**src/rtl/reg_status_file_if.sv**
```systemverilog
// Decoder/ROB-facing bus of the register status file.
// Groups commit, issue, rollback, operand queries and the debug view.
//   master : ROB/decoder side, drives control and query ids
//   slave  : reg_status_file, returns operand values/tags and dbg_regs
interface reg_status_file_if #(
   parameter int ROB_W = 4,
   parameter int XLEN  = 32
);
   logic                 rdy;
   logic                 rollback;
   logic                 commit_reg_config;
   logic [4:0]           commit_reg_id;
   logic [XLEN-1:0]      commit_reg_value;
   logic [ROB_W-1:0]     commit_reg_rob;
   logic                 issue_config;
   logic [4:0]           issue_rd;
   logic [ROB_W-1:0]     issue_rob;
   logic [4:0]           rs1_id;
   logic [XLEN-1:0]      rs1_value;
   logic                 rs1_busy;
   logic [ROB_W-1:0]     rs1_tag;
   logic [4:0]           rs2_id;
   logic [XLEN-1:0]      rs2_value;
   logic                 rs2_busy;
   logic [ROB_W-1:0]     rs2_tag;
   logic [32*XLEN-1:0]   dbg_regs;

   modport master (
      output rdy, rollback,
      output commit_reg_config, commit_reg_id,
      output commit_reg_value, commit_reg_rob,
      output issue_config, issue_rd, issue_rob,
      output rs1_id, rs2_id,
      input  rs1_value, rs1_busy, rs1_tag,
      input  rs2_value, rs2_busy, rs2_tag,
      input  dbg_regs
   );

   modport slave (
      input  rdy, rollback,
      input  commit_reg_config, commit_reg_id,
      input  commit_reg_value, commit_reg_rob,
      input  issue_config, issue_rd, issue_rob,
      input  rs1_id, rs2_id,
      output rs1_value, rs1_busy, rs1_tag,
      output rs2_value, rs2_busy, rs2_tag,
      output dbg_regs
   );
endinterface

```
**src/rtl/reg_status_file.sv**
```systemverilog
// Architectural register file with per-register rename status.
// Ports: clk, rst (async, active high), rf (slave bus: commit,
// issue, rollback, two combinational operand queries, dbg_regs).
module reg_status_file #(
   parameter int ROB_W = 4,
   parameter int XLEN  = 32
) (
   input logic              clk,
   input logic              rst,
   reg_status_file_if.slave rf
);
   logic [31:0][XLEN-1:0]  value_q, value_d;
   logic [31:0]            busy_q, busy_d;
   logic [31:0][ROB_W-1:0] tag_q, tag_d;

   logic cm_fire;
   logic is_fire;
   logic cm_owns;

   assign cm_fire = rf.rdy & rf.commit_reg_config
                  & (rf.commit_reg_id != 5'd0);
   assign is_fire = rf.rdy & rf.issue_config & ~rf.rollback
                  & (rf.issue_rd != 5'd0);

   // Commit only frees the register if it is the latest producer.
   assign cm_owns = busy_q[rf.commit_reg_id]
                  & (tag_q[rf.commit_reg_id] == rf.commit_reg_rob);

   always_comb begin
      value_d = value_q;
      busy_d  = busy_q;
      tag_d   = tag_q;
      if (cm_fire) begin
         value_d[rf.commit_reg_id] = rf.commit_reg_value;
         if (cm_owns)
            busy_d[rf.commit_reg_id] = 1'b0;
      end
      // Issue after commit so a same-register rename wins.
      if (is_fire) begin
         busy_d[rf.issue_rd] = 1'b1;
         tag_d[rf.issue_rd]  = rf.issue_rob;
      end
      if (rf.rdy && rf.rollback)
         busy_d = '0;
   end

   always_ff @(posedge clk or posedge rst) begin
      if (rst) begin
         value_q <= '0;
         busy_q  <= '0;
         tag_q   <= '0;
      end else begin
         value_q <= value_d;
         busy_q  <= busy_d;
         tag_q   <= tag_d;
      end
   end

   logic [1:0][4:0]       q_id;
   logic [1:0][XLEN-1:0]  q_val;
   logic [1:0]            q_busy;
   logic [1:0][ROB_W-1:0] q_tag;

   assign q_id = {rf.rs2_id, rf.rs1_id};

   // Same-cycle issue is deliberately ignored: operands are read
   // before the instruction's own destination is renamed.
   always_comb begin
      q_val  = '0;
      q_busy = '0;
      q_tag  = '0;
      for (int p = 0; p < 2; p++) begin
         if (q_id[p] != 5'd0) begin
            q_val[p]  = value_q[q_id[p]];
            q_busy[p] = busy_q[q_id[p]];
            q_tag[p]  = tag_q[q_id[p]];
            if (cm_fire && cm_owns
                && rf.commit_reg_id == q_id[p]) begin
               q_val[p]  = rf.commit_reg_value;
               q_busy[p] = 1'b0;
            end
         end
      end
   end

   assign rf.rs1_value = q_val[0];
   assign rf.rs1_busy  = q_busy[0];
   assign rf.rs1_tag   = q_tag[0];
   assign rf.rs2_value = q_val[1];
   assign rf.rs2_busy  = q_busy[1];
   assign rf.rs2_tag   = q_tag[1];
   assign rf.dbg_regs  = value_q;
endmodule

```
**src/flat_wrapper.sv**
```systemverilog
// flat-port wrapper written by rule: the top's interface ports become plain ports
module reg_status_file_flat 
#(
   parameter int ROB_W = 4,
   parameter int XLEN  = 32
)
  (clk, rst, rf_rdy, rf_rollback, rf_commit_reg_config, rf_commit_reg_id, rf_commit_reg_value, rf_commit_reg_rob, rf_issue_config, rf_issue_rd, rf_issue_rob, rf_rs1_id, rf_rs2_id, rf_rs1_value, rf_rs1_busy, rf_rs1_tag, rf_rs2_value, rf_rs2_busy, rf_rs2_tag, rf_dbg_regs);
  reg_status_file_if #(.ROB_W(ROB_W), .XLEN(XLEN)) rf_i ();
  input logic clk;
  input logic rst;
  input wire logic [$bits(rf_i.rdy)-1:0] rf_rdy;
  input wire logic [$bits(rf_i.rollback)-1:0] rf_rollback;
  input wire logic [$bits(rf_i.commit_reg_config)-1:0] rf_commit_reg_config;
  input wire logic [$bits(rf_i.commit_reg_id)-1:0] rf_commit_reg_id;
  input wire logic [$bits(rf_i.commit_reg_value)-1:0] rf_commit_reg_value;
  input wire logic [$bits(rf_i.commit_reg_rob)-1:0] rf_commit_reg_rob;
  input wire logic [$bits(rf_i.issue_config)-1:0] rf_issue_config;
  input wire logic [$bits(rf_i.issue_rd)-1:0] rf_issue_rd;
  input wire logic [$bits(rf_i.issue_rob)-1:0] rf_issue_rob;
  input wire logic [$bits(rf_i.rs1_id)-1:0] rf_rs1_id;
  input wire logic [$bits(rf_i.rs2_id)-1:0] rf_rs2_id;
  output wire logic [$bits(rf_i.rs1_value)-1:0] rf_rs1_value;
  output wire logic [$bits(rf_i.rs1_busy)-1:0] rf_rs1_busy;
  output wire logic [$bits(rf_i.rs1_tag)-1:0] rf_rs1_tag;
  output wire logic [$bits(rf_i.rs2_value)-1:0] rf_rs2_value;
  output wire logic [$bits(rf_i.rs2_busy)-1:0] rf_rs2_busy;
  output wire logic [$bits(rf_i.rs2_tag)-1:0] rf_rs2_tag;
  output wire logic [$bits(rf_i.dbg_regs)-1:0] rf_dbg_regs;
  assign rf_i.rdy = rf_rdy;
  assign rf_i.rollback = rf_rollback;
  assign rf_i.commit_reg_config = rf_commit_reg_config;
  assign rf_i.commit_reg_id = rf_commit_reg_id;
  assign rf_i.commit_reg_value = rf_commit_reg_value;
  assign rf_i.commit_reg_rob = rf_commit_reg_rob;
  assign rf_i.issue_config = rf_issue_config;
  assign rf_i.issue_rd = rf_issue_rd;
  assign rf_i.issue_rob = rf_issue_rob;
  assign rf_i.rs1_id = rf_rs1_id;
  assign rf_i.rs2_id = rf_rs2_id;
  assign rf_rs1_value = rf_i.rs1_value;
  assign rf_rs1_busy = rf_i.rs1_busy;
  assign rf_rs1_tag = rf_i.rs1_tag;
  assign rf_rs2_value = rf_i.rs2_value;
  assign rf_rs2_busy = rf_i.rs2_busy;
  assign rf_rs2_tag = rf_i.rs2_tag;
  assign rf_dbg_regs = rf_i.dbg_regs;
  reg_status_file #(.ROB_W(ROB_W), .XLEN(XLEN)) u_core (.clk(clk), .rst(rst), .rf(rf_i));
endmodule
```
**config.mk**
```make
export PLATFORM = sky130hd
export DESIGN_NAME = reg_status_file_flat
export DESIGN_NICKNAME = d
export VERILOG_FILES = /design/src/rtl/reg_status_file_if.sv /design/src/rtl/reg_status_file.sv /design/src/flat_wrapper.sv
export SDC_FILE = /design/constraint.sdc
export NUM_CORES = 2
export LEC_CHECK = 0
export BUFFER_PORTS_ARGS = -buffer_cell sky130_fd_sc_hd__buf_2
export CAP_MARGIN = 20
export CORE_ASPECT_RATIO = 1.2
export CORE_MARGIN = 3
export CORE_UTILIZATION = 30
export CTS_CLUSTER_SIZE = 28
export DETAILED_ROUTE_END_ITERATION = 8
export HOLD_SLACK_MARGIN = 0.02
export PLACE_DENSITY = 0.58
export RECOVER_POWER = 50
export SYNTH_ARGS = -nofsm -noshare
export SYNTH_HDL_FRONTEND = slang
export SYNTH_SLANG_ARGS = --single-unit
```
**constraint.sdc**
```tcl
create_clock -name clk -period 58.4 [get_ports clk]
set_input_delay 2.92 -clock clk [delete_from_list [all_inputs] [get_ports clk]]
set_output_delay 2.92 -clock clk [all_outputs]
set_load 0.02 [all_outputs]
```
==> results.md <==
- Outcome: finished, violations left
- Failing checks: max-capacitance violations, max-slew violations
- Largest family of logic cells by synthesized area: multiplexers
- Asr flop ratio synth: 100%
- Initial DRC Count: roughly 6,500
- Top delay family on crit path: buffers and inverters
- Clock buffer depth: 3
- Post-Synthesis Cell Area: about 0.065 mm^2
- Post-synthesis mux area share: 41.1%
- Max-slew headroom: -304%
- Met1 Use GR: 36.5%
- Most frequent cells in the layout: dfrtp_1 (1,184), clkbuf_1 (1,064), nand2_1 (882)
- Worst clock skew: 0.0223 ns
- Vias in the first global route: approximately 51,000
- R2r endpoint: u_core.busy_q[21]$_DFF_PP0_
- Mapped Avg Cell Area: approximately 14 um^2
- Rows: between 150 and 200
- Register-to-register setup slack: 55.38 ns
- Worst-Margin Slew: just over 6 ns
- Routed WL per cell: roughly 39 um
- Max Cap Viol: 16
- Sink Count: approximately 1,200
- Pwr Total: around 2.6 mW
- Final #Nets: slightly below 6,000
- Count of different cell masters after synthesis: 47
- Vias: between 50,000 and 60,000
- Pwr dens: approximately 34 mW/mm^2
- Worst Hold Depth: 0
- Setup TNS Final: 0 ns
- Minimum clock period: roughly 14 ns
- Launch point of the worst path: rf_commit_reg_id[1]
- #FFs+latches synth: 1,184
- Core box area: 0.215 mm^2
- Max Slew Vio Count: 704
- Commonest non-fill, non-tap cell in the layout: dfrtp_1
- CP cell instances: clkbuf_1 -> clkbuf_1 -> mux4_2 -> nor2b_1 -> a2111oi_0 -> nor4_1 -> o21a_1 -> and4b_4 -> buf_4 -> mux2i_1 -> buf_2
- CP startpoint kind: primary input
- LEAKAGE: 33.3 nW
- DRC viols: 0
- # hold bufs at CTS: 0
- CTS tree: yes
- Layer with the highest usage: met2
- Peak VDD IR: 26.2 uV
- Kind of critical path: in2out
- I/O pin cnt: between 1,000 and 1,500
- Data arrival, critical path: ~11 ns
- Post-synthesis simple-gate area fraction: between 6 and 7%
- FF-to-FF Start: u_core.tag_q[59]$_DFFE_PP0P_
- Comb pwr share: 24.1%
- Slowest cell on the critical path: clkbuf_1
- R2r worst-path depth: 8
- CP Capture Type: primary output
- Xor/xnor share of the synthesized area: less than 1%
- Die H: just over 500 um
- Drt total wl: 335,000 um
- GR Util met3: under 10%
- Max stage delay on crit path: about 2.2 ns
- Initial Util: between 30% and 40%
- Total CTS buffers: 138
- Initial antenna violation count: 34
- Routed vias/inst: between 6 and 7
- # port buffers: between 1,000 and 1,500
- Crit path buffers/inverters: 4
- GRT overflow: 0
- Yosys warning total: 0
- Setup Viol. Count Final: 0
- Final hold vios: 0
- Final HPWL DP: ~230,000 um
- H-tree depth: 4
- Clock Power Share: between 30% and 40%
- Layout cell share with drive strength beyond 1: between 30% and 40%
- Worst Hold Class: reg2reg
- Cell-internal power: 1.70 mW
- Post-CTS Setup Bufs: 0
- Final worst path period share: 24.5%
- Worst-path clk slew: roughly 0.060 ns
- Number of enable flip-flop cells after synthesis: 0
- Psw: between 0.9 and 1 mW
- Final Wtd Congestion: 0.985
- Critical Path RT: 55.48 ns
- Clock Latency Late Sink: 0.81 ns
- Post-CTS Resized: 0
- Most common cell on crit path: clkbuf_1
- Largest net degree at the start of global routing: approximately 150
- Met2 global-route usage: between 40% and 50%
- Sequential fraction of design power: just over 40%
- F_max: roughly 70 MHz
- Die width: around 430 um
- DRT antenna net count: 0
- Post-Syn Nets: between 4,000 and 5,000
- Switching Share: approximately a third
- Pre-antenna DRT Iters: 5
- Crit path depth: 11
- Gr usage total: between 20% and 30%
- Post-synthesis cell count: about 4,800
- Root Driver: clkbuf_16
- Compound-cell area share of the yosys netlist: ~3.2%
- Adder-Cell Fraction of Synth Area: 0%
- Primary FF master, synth: dfrtp_1
- Layout area overhead: 18.5%
- Global-route wire length before repair: between 400,000 and 500,000 um
- End point of the critical path: rf_rs2_value[9]
- Unrepaired setup endpoints after global routing: false
- Die area: 0.222 mm^2
- Post-synthesis sequential area ratio: about 46%
- Crit Path Max Fanout: 44
cell usage after synthesis, drive strengths merged, types with 18 or more instances:
cell    instances  area [um^2]
a41oi          28          245
buf           140          731
clkbuf        351         1320
dfrtp        1184        29600
inv            53          199
mux2          748         8420
mux2i         138         1380
mux4          748        16800
nand2         895         3360
nand3          18         90.1
nor2           47          176
o21ai         303         1520
o22ai          35          219
state kept, by name, indices dropped and copies added (netlist names):
register	count
u_core.busy_q	32
u_core.tag_q	128
u_core.rf.dbg_regs	1024
cells by family after synthesis:
kind of cell | after synthesis
AOI/OAI and AO/OA | 376
and+or+nand+nor | 1029
DFF | 1184
muxes | 1634
xor gates and xnor gates | 11
buffers and inverters | 552
power by group through the flow:
stage,Combinational [mW],Sequential (mW),Clock (mW)
after floorplan,0.291,1.12,0
after global placement,0.642,1.05,0
after detailed placement,0.650,1.06,0
after CTS,0.652,1.04,0.939
after global routing,0.657,1.06,0.970
final,0.629,1.05,0.926
cell type report:
class / count / area, um^2
timing repair buffer: 1281 / 5540
sequential: 1184 / 29600
clock buffer: 190 / 3950
clock inverter: 54 / 802
multi-input combinational: 3050 / 33200
inverter: 61 / 230
fill: 21400 / 138000
antenna: 15 / 37.5
tap: 2820 / 3530
metal layers:
metal | up-vias | wire (um)
li1 | 19800 | -
met1 | 27700 | 122000
met2 | 3923 | 148000
met3 | 980 | 37600
met4 | 18 | 26500
met5 | - | 242
worst min path at each step:
stage / startpoint / to / slack (ns)
after global routing: u_core.rf.dbg_regs[29]$_DFFE_PP0P_ / u_core.rf.dbg_regs[29]$_DFFE_PP0P_ / 0.44
after floorplan: u_core.tag_q[0]$_DFFE_PP0P_ / u_core.tag_q[0]$_DFFE_PP0P_ / 0.46
after detailed placement: u_core.tag_q[2]$_DFFE_PP0P_ / u_core.tag_q[2]$_DFFE_PP0P_ / 0.41
after CTS: u_core.tag_q[2]$_DFFE_PP0P_ / u_core.tag_q[2]$_DFFE_PP0P_ / 0.42
final: u_core.rf.dbg_regs[29]$_DFFE_PP0P_ / u_core.rf.dbg_regs[29]$_DFFE_PP0P_ / 0.42
after global placement: u_core.tag_q[2]$_DFFE_PP0P_ / u_core.tag_q[2]$_DFFE_PP0P_ / 0.41
through the flow:
step                      instance area, um^2  worst slack, ns  hold WS [ns]  std cells  util, %
after detailed placement                73400            46.91         0.408       8392     34.2
after global placement                  73300            46.99         0.409       8388     34.2
after global routing                    76800            42.13         0.441       8643     35.8
after floorplan                         64900            22.13         0.462       4786        -
after CTS                               78100            46.91         0.424       8636     36.4
final                                   76900            44.08         0.424       8655     35.8
Note: power is estimated with default switching activity, not from simulation.
